**config.mk**
```make
export PLATFORM = sky130hd
export DESIGN_NAME = id_stage
export DESIGN_NICKNAME = d
export VERILOG_FILES = /design/src/rtl/id_stage.sv
export SDC_FILE = /design/constraint.sdc
export NUM_CORES = 1
export LEC_CHECK = 0
export ABC_AREA = 1
export CAP_MARGIN = 20
export CORE_AREA = 2 2 141 143
export DETAILED_ROUTE_END_ITERATION = 6
export DIE_AREA = 0 0 143 145
export HOLD_SLACK_MARGIN = 0.06
export PLACE_DENSITY_LB_ADDON = 0.3
export SYNTH_ARGS = -nofsm -noshare
export SYNTH_HDL_FRONTEND = slang
export SYNTH_SLANG_ARGS = --single-unit
export TNS_END_PERCENT = 100
```
**constraint.sdc**
```tcl
create_clock -name clk -period 5.1 [get_ports clk]
set_input_delay 1.53 -clock clk [delete_from_list [all_inputs] [get_ports clk]]
set_output_delay 1.53 -clock clk [all_outputs]
set_load 0.02 [all_outputs]
```
**src/rtl/id_stage.sv**
```systemverilog
// Instruction decode stage: field extraction, operand forwarding, load-use
// hazard detection and the ID/EX output register.
module id_stage #(
    parameter int unsigned WORD_W     = 32,
    parameter int unsigned REG_ADDR_W = 5
) (
    input  logic                  clk,
    input  logic                  reset,
    input  logic                  if_en_i,
    input  logic [WORD_W-1:0]     if_pc_i,
    input  logic [31:0]           if_insn_i,
    output logic [REG_ADDR_W-1:0] gpr_rd_addr_0_o,
    output logic [REG_ADDR_W-1:0] gpr_rd_addr_1_o,
    input  logic [WORD_W-1:0]     gpr_rd_data_0_i,
    input  logic [WORD_W-1:0]     gpr_rd_data_1_i,
    input  logic                  ex_fwd_en_i,
    input  logic                  ex_load_i,
    input  logic [REG_ADDR_W-1:0] ex_fwd_addr_i,
    input  logic [WORD_W-1:0]     ex_fwd_data_i,
    input  logic                  mem_fwd_en_i,
    input  logic [REG_ADDR_W-1:0] mem_fwd_addr_i,
    input  logic [WORD_W-1:0]     mem_fwd_data_i,
    input  logic                  stall_i,
    input  logic                  flush_i,
    output logic                  ld_hazard_o,
    output logic                  id_en_o,
    output logic [WORD_W-1:0]     id_pc_o,
    output logic [5:0]            id_op_o,
    output logic [WORD_W-1:0]     id_src_a_o,
    output logic [WORD_W-1:0]     id_src_b_o,
    output logic [WORD_W-1:0]     id_st_data_o,
    output logic [REG_ADDR_W-1:0] id_dst_addr_o,
    output logic                  id_gpr_we_
);

    localparam int unsigned OP_W  = 6;
    localparam int unsigned IMM_W = 16;

    localparam logic [OP_W-1:0] OP_ALU_R = 6'h00;
    localparam logic [OP_W-1:0] OP_ALU_I = 6'h01;
    localparam logic [OP_W-1:0] OP_LOAD  = 6'h02;
    localparam logic [OP_W-1:0] OP_STORE = 6'h03;

    logic [OP_W-1:0]       op;
    logic [REG_ADDR_W-1:0] ra;
    logic [REG_ADDR_W-1:0] rb;
    logic [REG_ADDR_W-1:0] rc;
    logic [IMM_W-1:0]      imm;
    logic [WORD_W-1:0]     imm_sext;
    logic [WORD_W-1:0]     ra_val;
    logic [WORD_W-1:0]     rb_val;

    logic                  use_a;
    logic                  use_b;
    logic [WORD_W-1:0]     dec_src_a;
    logic [WORD_W-1:0]     dec_src_b;
    logic [WORD_W-1:0]     dec_st_data;
    logic [REG_ADDR_W-1:0] dec_dst;
    logic                  dec_we_;

    assign op       = if_insn_i[31:26];
    assign ra       = REG_ADDR_W'(if_insn_i[25:21]);
    assign rb       = REG_ADDR_W'(if_insn_i[20:16]);
    assign rc       = REG_ADDR_W'(if_insn_i[15:11]);
    assign imm      = if_insn_i[15:0];
    assign imm_sext = {{(WORD_W-IMM_W){imm[IMM_W-1]}}, imm};

    assign gpr_rd_addr_0_o = ra;
    assign gpr_rd_addr_1_o = rb;

    // EX result is youngest and wins; a load in EX has no data yet.
    assign ra_val = (ex_fwd_en_i && !ex_load_i && ex_fwd_addr_i == ra) ? ex_fwd_data_i :
                    (mem_fwd_en_i && mem_fwd_addr_i == ra)              ? mem_fwd_data_i :
                                                                          gpr_rd_data_0_i;
    assign rb_val = (ex_fwd_en_i && !ex_load_i && ex_fwd_addr_i == rb) ? ex_fwd_data_i :
                    (mem_fwd_en_i && mem_fwd_addr_i == rb)              ? mem_fwd_data_i :
                                                                          gpr_rd_data_1_i;

    // Opcode decode
    always_comb begin
        use_a       = 1'b0;
        use_b       = 1'b0;
        dec_src_a   = '0;
        dec_src_b   = '0;
        dec_st_data = '0;
        dec_dst     = '0;
        dec_we_     = 1'b1;
        case (op)
            OP_ALU_R: begin
                use_a     = 1'b1;
                use_b     = 1'b1;
                dec_src_a = ra_val;
                dec_src_b = rb_val;
                dec_dst   = rc;
                dec_we_   = 1'b0;
            end
            OP_ALU_I, OP_LOAD: begin
                use_a     = 1'b1;
                dec_src_a = ra_val;
                dec_src_b = imm_sext;
                dec_dst   = rb;
                dec_we_   = 1'b0;
            end
            OP_STORE: begin
                use_a       = 1'b1;
                use_b       = 1'b1;
                dec_src_a   = ra_val;
                dec_src_b   = imm_sext;
                dec_st_data = rb_val;
            end
            default: ;
        endcase
    end

    assign ld_hazard_o = if_en_i && ex_fwd_en_i && ex_load_i && !flush_i &&
                         ((use_a && ex_fwd_addr_i == ra) || (use_b && ex_fwd_addr_i == rb));

    // ID/EX register: reset > flush > stall > load-use bubble > load
    always_ff @(posedge clk) begin
        if (!reset) begin
            id_en_o       <= 1'b0;
            id_gpr_we_    <= 1'b1;
            id_pc_o       <= '0;
            id_op_o       <= '0;
            id_src_a_o    <= '0;
            id_src_b_o    <= '0;
            id_st_data_o  <= '0;
            id_dst_addr_o <= '0;
        end else if (flush_i) begin
            id_en_o    <= 1'b0;
            id_gpr_we_ <= 1'b1;
        end else if (!stall_i) begin
            if (ld_hazard_o) begin
                id_en_o    <= 1'b0;
                id_gpr_we_ <= 1'b1;
            end else begin
                id_en_o       <= if_en_i;
                id_gpr_we_    <= if_en_i ? dec_we_ : 1'b1;
                id_pc_o       <= if_pc_i;
                id_op_o       <= op;
                id_src_a_o    <= dec_src_a;
                id_src_b_o    <= dec_src_b;
                id_st_data_o  <= dec_st_data;
                id_dst_addr_o <= dec_dst;
            end
        end
    end

endmodule

```
==> results.json, run 1 <==
{
  "power_frac_seq_pct": 39.3,
  "final-setup-viol-count": 0,
  "clkPwrFrac_pct": 41.7,
  "antenna_left": 0,
  "switching_power_w": 0.000847,
  "worstPathMaxFanout": 7,
  "relSlewSlack_pct": 45.5,
  "syn2layout_area_growth_pct": 53.1,
  "status": "complete, no violations",
  "synth.most_common_cell": "nand2_1",
  "syn_avg_cell_area_sq_um": 6.13,
  "cts-htree-levels": 4,
  "post-cts-setup-buffers": 0,
  "grt_pass1_vias": 9168,
  "rsz0062_at_grt": "false",
  "finalCritPeriodShare_pct": 90.7,
  "synth_fp_nets": 1516,
  "placed_area_sq_um": 11700,
  "synth_edf_count": 0,
  "sw_frac_of_total_pct": 29.5,
  "vias_per_cell": 5.25,
  "gp_congestion": 0.902,
  "synth.top_cell.area_share_pct": 35.3,
  "drc_errors": 0,
  "synth-main-ff-cell": "dfxtp_1",
  "wl_per_cell_um": 17.5,
  "yosys.area.top_type": "dfxtp_1",
  "post-place-cells": 1852,
  "place_ws_ps": 89.3,
  "rows": 51,
  "intPower_w": 0.00203,
  "fin_area_sq_um": 12300,
  "grt-ovfl-total": 0,
  "synth-xor-area-share_pct": 0.438,
  "pin_count": 362,
  "nFillCells": 1772,
  "drt-pass1-iter-count": 6,
  "layout-drive-gt1-share_pct": 5.93,
  "dp_hpwl_mm": 23.8,
  "finalClockSkew_ps": 0,
  "final_hold_viol_count": 0,
  "grt_pass1_wl_mm": 50.4,
  "numCtsBuffers": 17,
  "hp-class": "reg -> reg",
  "fin_cells": 1887,
  "post-route-min-period_ps": 4630,
  "ys_async_sr_fraction_pct": 0,
  "ys_ff_latch": 141,
  "p_leak_nw": 5.00,
  "seq_area_frac_synth_pct": 35.3,
  "drtIter0Drc": 937,
  "nets": 1816,
  "clockBufferDepth": 2,
  "worstSetupPathType": "in -> out",
  "grt_max_degree": 135,
  "synthAdderAreaFrac_pct": 0,
  "synth.mux.area_fraction_pct": 0,
  "die_w_um": 143,
  "die_area_sq_um": 20700,
  "tns_ps": 0,
  "synth_top_family_by_area": "simple AND/OR/NAND/NOR gates",
  "synth_area_sq_um": 8000,
  "vias": 9907,
  "endpoint_kind": "primary output",
  "cts-root-buf": "clkbuf_16",
  "synth_common_cells": "nand2_1, nand3_1, dfxtp_1",
  "holdWs_ps": 463,
  "combPwrFrac_pct": 18.9,
  "synth-compound-area-share_pct": 9.90,
  "track_usage_pct": 30.9,
  "wl_mm": 33.1,
  "cts_tree": "built",
  "synth-simple-area-share_pct": 44.7,
  "yosysWarnings": 0,
  "insertion_delay_ps": 420,
  "synth.area.top_cells": "dfxtp_1, nand2_1, nand3_1",
  "place.port_buffers": 361,
  "clkTransAtPathRegs_ps": 60,
  "start_kind": "input port",
  "ys_types": 26,
  "worst_pin_slew_ps": 815,
  "maxSlewViolCount": 0,
  "die_y_um": 145,
  "initial_core_util_pct": 41.7,
  "maxCapViolations": 0,
  "clock-sinks": 141,
  "critical_path_required_ps": 3570,
  "syn-instance-count": 1306,
  "worstPathArrival_ps": 3100,
  "max_freq_mhz": 216,
  "ir_drop_uv": 218,
  "core_region_area_sq_um": 19200,
  "power_density_nw_per_um2": 235,
  "antenna_found_initial": 2,
  "postLayoutSetupSlackWorst_ps": 475
}
power groups by stage:
| stage | Sequential (W) | Combinational [W] | Clock (W) |
|---|---|---|---|
| floorplan | 0.00118 | 0.000225 | 0 |
| global placement | 0.00116 | 0.000536 | 0 |
| detailed placement | 0.00116 | 0.000539 | 0 |
| CTS | 0.00113 | 0.000541 | 0.00122 |
| global route | 0.00113 | 0.000585 | 0.00127 |
| finish | 0.00113 | 0.000545 | 0.00120 |
worst max-delay path: stages:
cell and delay, ps:
clkdlybuf4s50_1 420, or2_4 280, nor2_8 190, nand4_1 190, nand2_1 160, nand2_2 60
inv_1 50, dlymetal6s2s_1 210
placed cells by master (no fill, tap or decap), drive strengths merged, types with 18 or more instances in the layout:
cell type and instances:
dfxtp 141, nand2 515, clkdlybuf4s50 360, inv 76, nor2 94, nand4 35
nand3 193, a21oi 135, buf 25, clkbuf 18
final timing paths:
check | end | slack [ps] | cells after the start | start
hold / removal | id_st_data_o[19] | 460 | 2 | id_st_data_o[19]
hold reg to reg | id_st_data_o[19] | 460 | 2 | id_st_data_o[19]
setup / recovery | ld_hazard_o | 470 | 8 | if_insn_i[28]
setup reg to reg | id_st_data_o[4] | 4410 | 2 | id_st_data_o[4]
per-stage QoR:
step	utilization, %	total power (W)
finish	63.8	0.00288
global route	63.8	0.00299
CTS	63.7	0.00290
detailed placement	60.8	0.00169
global placement	60.8	0.00169
floorplan	-	0.00140
repair_timing:
| action | 4_1_cts | 5_1_grt |
|---|---|---|
| resized for setup | 0 | 1 |
| setup endpoints to repair | 0 | 1 |
| hold buffers | 0 | 0 |
sequential cells by signal, indices dropped and copies added, names as in the netlist:
name           cells
id_dst_addr_o      5
id_en_o            1
id_gpr_we_         1
id_op_o            6
id_pc_o           32
id_src_a_o        32
id_src_b_o        32
id_st_data_o      32
area by class of cell:
class	instances	area, sq um	share of cell area [%]
clock buffers	18	439	3.58
flip-flops and latches	141	2820	23.0
multi-input cells	993	4430	36.2
diodes	3	7.51	0.0613
clock inverters	14	124	1.01
inverters	67	254	2.07
repair buffers	386	3840	31.4
well taps	265	332	2.71
layer usage:
layer / global-route usage [%] / share of wire (%) / vias up
li1: - / - / 4808
met2: 50.0 / 46 / 535
met3: 7.19 / 9.8 / 76
met4: 13.3 / 3.5 / 0
met5: 0 / 0 / -
met1: 39.1 / 40 / 4488
cell families (layout without fill, tap and decap cells):
logic type | count (synthesis) | after routing
AND/OR/NAND/NOR | 840 | 840
other | 0 | 3
XOR/XNOR | 4 | 4
flip-flops | 141 | 141
buffers and inverters | 172 | 485
AO/OA/AOI/OAI | 149 | 149
Note: power is estimated with default switching activity, not from simulation.
==> run 2, diff against run 1 <==
Settings changed: GPL_ROUTABILITY_DRIVEN set to 0.
==> results.json, run 2 (same netlist as run 1, synthesis figures left out) <==
{
  "multiInputGateArea_sq_um": 4430,
  "core_region_area_sq_um": 19200,
  "syn2layout_area_growth_pct": 54.2,
  "p_total_w": 0.00305,
  "hold_path_depth": 2,
  "dp_hpwl_mm": 23.7,
  "p_leak_nw": 5.05,
  "clockBufferDepth": 2,
  "reg2reg_depth": 2,
  "vias_per_cell": 5.26,
  "grt_pass1_vias": 9215,
  "drc_errors": 15,
  "layout-drive-gt1-share_pct": 5.93,
  "worst_path_max_delay_cell": "clkdlybuf4s50_1",
  "antenna_found_initial": 1,
  "final_common_cell": "nand2_1",
  "die_area_sq_um": 20700,
  "critical_path_required_ps": 3570,
  "cts-htree-levels": 4,
  "holdWs_ps": 464,
  "regArea_sq_um": 2820,
  "hold_start": "id_src_b_o[1]",
  "min_to": "id_src_b_o[1]",
  "r2r_setup_slack_ps": 4420,
  "ir_drop_uv": 227,
  "pin_count": 362,
  "tns_ps": 0,
  "r2r_start": "id_src_b_o[29]",
  "violations": "DRC",
  "worstPathMaxFanout": 3,
  "final_hold_viol_count": 0,
  "maxCapViolations": 0,
  "wl_met2_mm": 15.2,
  "worstPathArrival_ps": 3130,
  "crit_path_max_incr_delay_ps": 520,
  "wl_met1_mm": 13.1,
  "die_y_um": 145,
  "endpoint_kind": "primary output",
  "rsz0062_at_grt": "false",
  "finalClockSkew_ps": 0,
  "wl_mm": 33.1,
  "grt_max_degree": 135,
  "grt_pass1_wl_mm": 50.1,
  "hp-class": "reg -> reg",
  "start_kind": "input port",
  "cts-root-buf": "clkbuf_16",
  "place_ws_ps": 76.7,
  "nets": 1815,
  "dr_wl_met3_mm": 3.37,
  "die_w_um": 143,
  "vias": 9901,
  "final-setup-viol-count": 0,
  "wl_per_cell_um": 17.6,
  "hold_buffers": 0,
  "post-route-min-period_ps": 4660,
  "post-cts-setup-buffers": 0,
  "max_freq_mhz": 215,
  "clkTransAtPathRegs_ps": 60,
  "track_usage_pct": 30.8,
  "initial_core_util_pct": 41.7,
  "place.port_buffers": 361,
  "postLayoutSetupSlackWorst_ps": 441,
  "antenna_left": 0,
  "top_layer_used": "met4",
  "mostFrequentLayoutCells": "nand2_1, clkdlybuf4s50_1, nand3_1",
  "crit_top_cell": "nand2_1",
  "maxSlewViolCount": 0,
  "numCtsBuffers": 17,
  "status": "complete, but fails checks",
  "drtIter0Drc": 934,
  "clock-sinks": 141,
  "grt-ovfl-total": 0,
  "finalCritPeriodShare_pct": 91.4,
  "nFillCells": 1772,
  "relSlewSlack_pct": 43.3,
  "insertion_delay_ps": 430,
  "path_cells": "clkdlybuf4s50_1 > inv_1 > nand2_1 > nand2_1 > nor2_1 > nand4_1 > nand2_1 > nand2_2 > inv_1 > dlymetal6s2s_1",
  "cts_tree": "built",
  "cp_top_family": "buffers and inverters",
  "worst_pin_slew_ps": 848,
  "power_density_nw_per_um2": 247,
  "reg2reg_to": "id_src_b_o[29]",
  "worstSetupPathType": "in -> out",
  "worst-path-buf-inv": 4,
  "rows": 51,
  "drt-pass1-iter-count": 7
}
run 2: cell types whose count changed in the layout (fill, tap and decap cells not counted), moves of 2 or more:
| cell | change |
|---|---|
| bufinv_16 | +4 |
| clkinvlp_4 | -3 |
| buf_4 | -2 |
| diode_2 | -2 |
| inv_8 | -2 |
run 2: worst min-delay path: cells and delay by family, from the launching register on:
kind             cells  cell delay [ps]
AND/OR/NAND/NOR      1               60
AO/OA/AOI/OAI        1               60
flip-flops           1              300
run 2: layout make-up:
class / instances / share of cell area [%]
antenna: 1 / 0.0203
inverter: 67 / 2.06
clock inverter: 14 / 1.65
multi-input combinational: 993 / 35.9
tap: 265 / 2.69
clock buffer: 18 / 3.56
timing repair buffer: 385 / 31.2
sequential: 141 / 22.9
run 2: metrics by stage:
stage | cell area [sq um] | std cells | util, %
after global routing | 12300 | 1884 | 64.2
after CTS | 12300 | 1883 | 64.2
after global placement | 11700 | 1851 | 60.8
final | 12300 | 1884 | 64.2
after floorplan | 8000 | 1306 | -
after detailed placement | 11700 | 1851 | 60.8
run 2: what timing repair did:
| action | CTS | global route |
|---|---|---|
| resized for setup | 0 | 2 |
| hold endpoints to repair | 0 | 0 |
| endpoints found under the setup margin | 0 | 1 |
run 2: how the worst max path moves through the flow:
stage,startpoint,end,slack (ps),cells after the start
floorplan,if_insn_i[28],ld_hazard_o,1140,8
global placement,if_insn_i[28],ld_hazard_o,80,8
detailed placement,if_insn_i[28],ld_hazard_o,80,8
CTS,if_insn_i[21],ld_hazard_o,70,10
global route,if_insn_i[21],ld_hazard_o,310,10
finish,if_insn_i[21],ld_hazard_o,440,10
run 2: power by group:
| part | switching (W) | internal [W] |
|---|---|---|
| Combinational | 0.000291 | 0.000255 |
| Clock | 0.000529 | 0.000843 |
| Sequential | 0.0000108 | 0.00112 |
| Total | 0.000830 | 0.00222 |
run 2: per-layer routing:
layer	up-vias	track usage [%]
li1	4805	-
met2	539	49.3
met3	86	8.38
met1	4471	38.3
met4	0	14.2
met5	-	0
==> run 3, diff against run 2 <==
Settings changed: ABC_CLOCK_PERIOD_IN_PS set to 5100.
==> results of run 3 <==
No change in the layout: final DEF, timing and power equal those of run 2.
